`config.mk`:
```
export PLATFORM = sky130hd
export DESIGN_NAME = event_encoder
export DESIGN_NICKNAME = d
export VERILOG_FILES = /design/src/rtl/event_encoder_pkg.sv /design/src/rtl/event_encoder_priority_pick.sv /design/src/rtl/event_encoder.sv
export SDC_FILE = /design/constraint.sdc
export NUM_CORES = 1
export LEC_CHECK = 0
export ABC_AREA = 1
export CORE_MARGIN = 2
export CORE_UTILIZATION = 55
export CTS_CLUSTER_SIZE = 10
export DETAILED_ROUTE_END_ITERATION = 10
export DONT_BUFFER_PORTS = 1
export PLACE_DENSITY = 0.75
export SYNTH_ARGS = -nofsm -noshare
export SYNTH_HDL_FRONTEND = slang
export SYNTH_SLANG_ARGS = --single-unit
export TNS_END_PERCENT = 100
```
`constraint.sdc`:
```
create_clock -name clk -period 3.3 [get_ports clk]
set_input_delay 0.66 -clock clk [delete_from_list [all_inputs] [get_ports clk]]
set_output_delay 0.66 -clock clk [all_outputs]
set_load 0.02 [all_outputs]
```
`src/rtl/event_encoder_pkg.sv`:
```
// event_encoder_pkg: shared constants, index-width helper and index type for event_encoder
package event_encoder_pkg;
  localparam int N_DEF = 10;
  function automatic int idx_w(input int n);
    return (n < 2) ? 1 : $clog2(n);
  endfunction
  typedef logic [idx_w(N_DEF)-1:0] idx_t;
endpackage

```
`src/rtl/event_encoder_priority_pick.sv`:
```
// priority_pick: lowest-index selector over req & mask; ports req/mask (N), idx (W), hit
module priority_pick #(
  parameter int N = 10,
  parameter int W = 4
) (
  input  logic [N-1:0] req,
  input  logic [N-1:0] mask,
  output logic [W-1:0] idx,
  output logic         hit
);
  always_comb begin
    idx = '0;
    hit = 1'b0;
    for (int i = N - 1; i >= 0; i--)
      if (req[i] && mask[i]) begin
        idx = W'(i);
        hit = 1'b1;
      end
  end
endmodule

```
`src/rtl/event_encoder.sv`:
```
// event_encoder: latches multi-hot events and issues one binary index per cycle over valid/ready
// Ports: clk, rst_n (async, active-low), en, cin[N], clr, ready -> cout[W], valid, pending[N], overflow
// EVENT_ENCODER_ROUND_ROBIN_EN selects round-robin arbitration; otherwise lowest index wins
module event_encoder
  import event_encoder_pkg::*;
#(
  parameter  int N = N_DEF,
  localparam int W = idx_w(N)
) (
  input  logic         clk,
  input  logic         rst_n,
  input  logic         en,
  input  logic [N-1:0] cin,
  input  logic         clr,
  input  logic         ready,
  output logic [W-1:0] cout,
  output logic         valid,
  output logic [N-1:0] pending,
  output logic         overflow
);
  logic [N-1:0] pending_q, pending_d, load_mask;
  logic [W-1:0] cout_q, cout_d, sel_idx;
  logic         valid_q, valid_d, overflow_q, overflow_d, sel_hit, slot_free, load;
`ifdef EVENT_ENCODER_ROUND_ROBIN_EN
  logic [W-1:0] ptr_q, ptr_d, hi_idx, lo_idx;
  logic [N-1:0] above;
  logic         hi_hit, lo_hit;
  always_comb begin
    above = '0;
    for (int i = 0; i < N; i++) above[i] = i > int'(ptr_q);
  end
  // Search strictly above the last issued index first, then wrap to the lowest pending bit.
  priority_pick #(.N(N), .W(W)) u_hi (.req(pending_q), .mask(above), .idx(hi_idx), .hit(hi_hit));
  priority_pick #(.N(N), .W(W)) u_lo (.req(pending_q), .mask({N{1'b1}}), .idx(lo_idx), .hit(lo_hit));
  assign sel_idx = hi_hit ? hi_idx : lo_idx;
  assign sel_hit = lo_hit;
  assign ptr_d   = (!clr && load) ? sel_idx : ptr_q;
  always_ff @(posedge clk or negedge rst_n)
    if (!rst_n) ptr_q <= W'(N - 1);
    else ptr_q <= ptr_d;
`else
  priority_pick #(.N(N), .W(W)) u_pick (.req(pending_q), .mask({N{1'b1}}), .idx(sel_idx), .hit(sel_hit));
`endif
  always_comb begin
    slot_free  = !valid_q || ready;
    load       = slot_free && sel_hit;
    load_mask  = load ? (N'(1) << sel_idx) : '0;
    // A bit re-asserted on the edge it is loaded stays pending (set wins over clear).
    pending_d  = clr ? '0 : (pending_q & ~load_mask) | (en ? cin : '0);
    overflow_d = !clr && (overflow_q || (en && |(cin & pending_q & ~load_mask)));
    valid_d    = !clr && (slot_free ? sel_hit : valid_q);
    cout_d     = (!clr && load) ? sel_idx : cout_q;
  end
  always_ff @(posedge clk or negedge rst_n)
    if (!rst_n) begin
      pending_q  <= '0;
      cout_q     <= '0;
      valid_q    <= 1'b0;
      overflow_q <= 1'b0;
    end else begin
      pending_q  <= pending_d;
      cout_q     <= cout_d;
      valid_q    <= valid_d;
      overflow_q <= overflow_d;
    end
  assign cout     = cout_q;
  assign valid    = valid_q;
  assign pending  = pending_q;
  assign overflow = overflow_q;
endmodule

```
==> out/metrics.yaml, run 1 <==
pwr:
  leakage_nw: 0.535
  p_comb_share_pct: 20.1
  switchingPower_mw: 0.177
  power_frac_seq_pct: 53.3
  peakVddDrop_v: 0.000234
  p_int_mw: 0.320
  p_per_area_mw_per_mm2: 492
  finalPower_mw: 0.497
  pwr-share-clk_pct: 26.6
  swShare_pct: 35.6
synthesis:
  synthCells: 140
  yosys.area.top_type: "dfrtp_1"
  synth_cell_type_count: 21
  yosys_warnings: 0
  ys_seq_area_share_pct: 41.6
  syn_nets: 155
  synth_top_area_share_pct: 41.6
  syn_area_per_cell_sq_um: 6.87
  ys_ff_latch: 16
  synthTopCellsByArea: "dfrtp_1, nand2_1, inv_1"
  syn_area_sq_um: 962
routing:
  first_pass_iters: 4
  wl_per_cell_um: 12.6
  drc: 0
  ant_nets: 0
  drt-initial-drc-count: 24
  vias: 885
  totalWireLength_mm: 2.00
  routed_via_density: 5.57
global_routing:
  grt_pass1_wl_mm: 3.16
  grt_use_met3_pct: 5.95
  grt_usage_pct: 21.5
  antenna_found_initial: 0
  met1_usage_pct: 26.8
  grtUsageMet2_pct: 34.9
  grt_max_degree: 17
  busiest_layer: "met2"
  globalRouteOverflowTotal: 0
  grt_pass1_vias: 775
timing:
  rsz0062_at_grt: "false"
  fin_setup_tns_ps: 0
  hold_viol: 0
  finalCritPeriodShare_pct: 56.9
  tightest_slew_ps: 357
  max_freq_mhz: 533
  post-route-min-period_ps: 1880
  holdWs_ps: 48.3
  finalMaxSlewViolations: 0
  relSlewSlack_pct: 76.2
  fin_skew_ps: 3.90
  finalSetupViolations: 0
die:
  dieWidth_um: 45.8
  dieArea_sq_mm: 0.00210
  core_sq_mm: 0.00169
  die_y_um: 45.8
  fp-row-count: 15
  start_util_pct: 57.0
  io_pins: 31
cts:
  hold_buffers: 0
  cts_sinks: 16
  clk_latency_ps: 290
  path_clk_slew_ps: 100
  post_cts_buffers: 0
  cts_max_level: 1
  ctsResizeCount: 0
  root_buffer: "clkbuf_4"
  cts_buffers: 3
  cts.path.max_buffers: 2
  tritoncts: "yes"
place:
  dp_hpwl_mm: 1.52
  port_buffers: 0
  place_area_sq_um: 972
  place.gp.congestion: 0.849
critical_path:
  critPathCaptureType: "flop"
  crit_required_ps: 3490
  crit_path_start_kind: "flop"
  cp_max_fo: 9
  arrival_ps: 2070
  critPathKind: "flop to flop"
hold_path:
  hold_class: "primary input to async pin"
final_layout:
  area_delta_synth_final_pct: 4.81
  nets: 158
  antennaDiodeCount: 0
  drive_gt1_share_pct: 9.86
  final_area_sq_mm: 0.00101
flow_run:
  max_cap_violations: 0
status:
  status: "finished clean"
-- cells in the final DEF (no fill, tap or decap) --
| master | netlist | final |
|---|---|---|
| nand3_1 | 10 | 10 |
| inv_2 | 1 | 1 |
| nor3_1 | 3 | 3 |
| nor2_2 | 1 | 1 |
| and3_1 | 1 | 1 |
| nor3_2 | 1 | 1 |
| nand2_2 | 3 | 3 |
| clkbuf_4 | 0 | 3 |
| nor2_1 | 5 | 5 |
| nand4_1 | 4 | 4 |
| clkinv_1 | 1 | 1 |
| dfrtp_1 | 16 | 16 |
| clkbuf_8 | 0 | 1 |
| nand2_1 | 51 | 51 |
| nand3_2 | 2 | 2 |
| o21ai_0 | 4 | 4 |
| a21oi_1 | 11 | 11 |
| a22oi_1 | 1 | 1 |
| a21oi_2 | 1 | 1 |
| inv_1 | 21 | 21 |
| nor2_4 | 1 | 1 |
-- worst max-delay path, stage by stage, from the launching register on --
cell	delay (ps)
dfrtp_1	510
inv_1	120
nand2_1	80
nand3_1	80
nand2_1	80
nand2_2	120
nor2_2	160
nand3_1	110
nand2_1	80
nand2_1	50
nor2_1	120
nand2_1	70
clkinv_1	40
nand2_1	40
nand2_1	70
a21oi_2	50
-- cell families (layout without fill, tap and decap cells) --
kind of cell           Yosys count  in the layout  synth area share, %
buffers and inverters           25             27                 10.1
flip-flops                      16             16                 41.6
AND/OR/NAND/NOR                 82             82                 38.8
AO/OA/AOI/OAI                   17             17                 9.49
-- power groups by stage --
stage,logic [mW],clock network [mW],registers [mW]
5_1_grt,0.114,0.147,0.268
2_1_floorplan,0.0867,0,0.264
3_3_place_gp,0.0957,0,0.268
3_5_place_dp,0.0985,0,0.269
6_report,0.0997,0.132,0.264
4_1_cts,0.0998,0.132,0.265
-- worst paths after layout --
kind                            start         end  slack (ps)  cells past startpoint
min in group clk                  clr    overflow         410                      1
setup reg to reg           pending[6]    overflow        1420                     15
hold / removal                  rst_n  pending[6]          50                      0
setup / recovery           pending[6]    overflow        1420                     15
max in group asynchronous       rst_n  pending[7]        3180                      0
hold reg to reg               cout[3]     cout[3]         630                      2
-- per-stage QoR --
step	setup WS [ps]	cells	util (%)
6_report	1420	159	59.7
4_1_cts	1420	159	59.7
2_1_floorplan	1620	140	-
3_3_place_gp	1480	155	57.6
3_5_place_dp	1440	155	57.6
5_1_grt	1270	159	59.7
-- synthesized netlist by cell type --
cell      number
clkinv_1       1
nor3_2         1
nor3_1         3
nor2_1         5
nand2_2        3
inv_2          1
nand3_2        2
o21ai_0        4
nand4_1        4
clkbuf_1       1
buf_4          1
and3_1         1
a21oi_1       11
nand3_1       10
a22oi_1        1
nor2_4         1
a21oi_2        1
nand2_1       51
inv_1         21
dfrtp_1       16
nor2_2         1
-- routing by layer --
layer | share of wire, % | vias to the layer above
li1 | - | 446
met1 | 46 | 402
met2 | 46 | 32
met3 | 6.0 | 5
met4 | 1.7 | 0
met5 | 0 | -
-- state kept, by name, indices dropped and copies added (netlist names) --
| name | flops |
|---|---|
| cout | 4 |
| overflow | 1 |
| valid | 1 |
| pending | 10 |
-- area by class of cell --
type,count,area (sq um)
fill,158,681
clock buffer,4,36.3
inverter,23,86.3
tap,17,21.3
sequential,16,400
multi-input combinational,99,464
(Power assumes the default switching activity.)
==> inputs of run 2 (changes only) <==
Settings changed: CORE_UTILIZATION 55 to 54, PLACE_DENSITY 0.75 to 0.77.
Clock period 3.3 ns to 1.6 ns, I/O delays scaled along.
==> out/metrics.yaml, run 2 (same netlist as run 1, synthesis figures left out) <==
status:
  status: "complete, but fails checks"
  violations: "setup timing"
pwr:
  switchingPower_mw: 0.425
  peakVddDrop_v: 0.000522
  p_int_mw: 0.684
  power_frac_seq_pct: 46.0
  leakage_nw: 0.629
  pwr-share-clk_pct: 21.0
  p_per_area_mw_per_mm2: 900
  p_comb_share_pct: 33.1
  swShare_pct: 38.3
global_routing:
  globalRouteOverflowTotal: 0
  grt_pass1_vias: 935
  antenna_found_initial: 0
  grt_max_degree: 17
  grt_usage_pct: 27.0
  grt_pass1_wl_mm: 4.02
critical_path:
  r2r_cells: 11
  r2r-end: "overflow"
  r2r_start: "pending[0]"
  critPathKind: "flop to flop"
  rrSetupSlack_ps: -60
  cp_max_fo: 3
  crit_path_start_kind: "flop"
  critPathCaptureType: "flop"
  arrival_ps: 1840
  endpoint: "overflow"
  setup.worst_path.start: "pending[0]"
  crit_required_ps: 1780
routing:
  drc: 0
  drt-initial-drc-count: 24
  vias: 1027
  first_pass_iters: 4
  totalWireLength_mm: 2.60
  routed_via_density: 5.49
  ant_nets: 0
  wl_per_cell_um: 13.9
timing:
  post-route-min-period_ps: 1660
  finalMaxSlewViolations: 0
  worst_slack_ps: -55.6
  rsz0062_at_grt: "true"
  finalSetupViolations: 1
  fin_skew_ps: 7.92
  hold_viol: 0
  tightest_slew_ps: 773
  holdWs_ps: 75.9
  relSlewSlack_pct: 48.3
  finalCritPeriodShare_pct: 103
  max_freq_mhz: 604
die:
  dieWidth_um: 46.2
  io_pins: 31
  core_sq_mm: 0.00171
  fp-row-count: 15
  start_util_pct: 56.3
  die_y_um: 46.2
  dieArea_sq_mm: 0.00214
place:
  port_buffers: 0
  post-place-ws_ps: -74.3
  place_area_sq_mm: 0.00108
  place_inst: 176
  place.gp.congestion: 0.922
  dp_hpwl_mm: 1.77
cts:
  cts_max_level: 1
  clk_latency_ps: 290
  cts.path.max_buffers: 2
  cts_sinks: 16
  root_buffer: "clkbuf_4"
  tritoncts: "yes"
  path_clk_slew_ps: 100
  cts_buffers: 3
final_layout:
  drive_gt1_share_pct: 29.0
  nets: 178
  area_delta_synth_final_pct: 28.1
  antennaDiodeCount: 0
  finalNonFillerCells: 187
  final_area_sq_mm: 0.00123
  mostFrequentLayoutCells: "nand2_1, inv_1, buf_4"
  final_common_cell: "nand2_1"
  post-route-util_pct: 72.2
  largest_reg_flops: 10
hold_path:
  hold_class: "primary input to flop"
flow_run:
  max_cap_violations: 0
-- run 2: changes by cell type in the layout (fill, tap and decap cells not counted), moves of 2 or more --
cell	previous run	this run
buf_4	0	19
inv_1	21	19
nor3_4	0	2
inv_2	1	3
nand3_1	10	7
nand2_2	3	6
nand2_1	51	47
nand3_2	2	4
dfrtp_1	16	13
dfrtp_2	0	3
-- run 2: timing repair --
item	in CTS	in global routing
endpoints found under the setup margin	1	4
gates resized for setup	9	8
buffers inserted	3	3
hold buffers	1	0
hold endpoints to repair	16	0
pin swaps	8	6
-- run 2: power groups by stage --
| stage | sequential, mW | clock [mW] | combinational (mW) |
|---|---|---|---|
| global placement | 0.516 | 0 | 0.276 |
| finish | 0.510 | 0.232 | 0.367 |
| global route | 0.514 | 0.251 | 0.406 |
| floorplan | 0.546 | 0 | 0.179 |
| CTS | 0.509 | 0.232 | 0.332 |
| detailed placement | 0.517 | 0 | 0.285 |
-- run 2: critical path, cell delays in order, from the launching register on --
cell	delay, ps
dfrtp_2	440
nor2_4	130
and3_4	220
nand2_2	100
nor3_4	160
nand3_2	90
nand2_1	90
nor2_1	60
nor2_1	90
nand2_1	60
nand2_1	60
a21oi_2	50
-- run 2: worst min-delay path by stage --
stage	cells after the start	to	startpoint
detailed placement	0	pending[0]	rst_n
floorplan	0	cout[0]	rst_n
CTS	1	pending[0]	clr
global route	1	pending[0]	clr
global placement	0	pending[0]	rst_n
finish	1	valid	clr
-- run 2: final cells by class --
type / instances / area, sq um
clock buffer: 4 / 26.3
fill: 112 / 475
inverter: 23 / 86.3
multi-input combinational: 99 / 532
sequential: 16 / 404
tap: 25 / 31.3
timing repair buffer: 20 / 153
-- run 2: per-stage QoR --
| step | total power, mW | TNS [ps] |
|---|---|---|
| after detailed placement | 0.802 | -74.3 |
| final | 1.11 | -55.6 |
| after global placement | 0.792 | 0 |
| after CTS | 1.07 | -44.1 |
| after floorplan | 0.725 | 0 |
| after global routing | 1.17 | -621 |
-- run 2: layer usage --
metal  vias to the layer above  global-route usage, %  wire, um
met4                         0                   14.9        59
met2                        36                   45.0      1300
li1                        485                      -         -
met5                         -                      0         0
met3                         9                   5.49       130
met1                       497                   32.0      1120
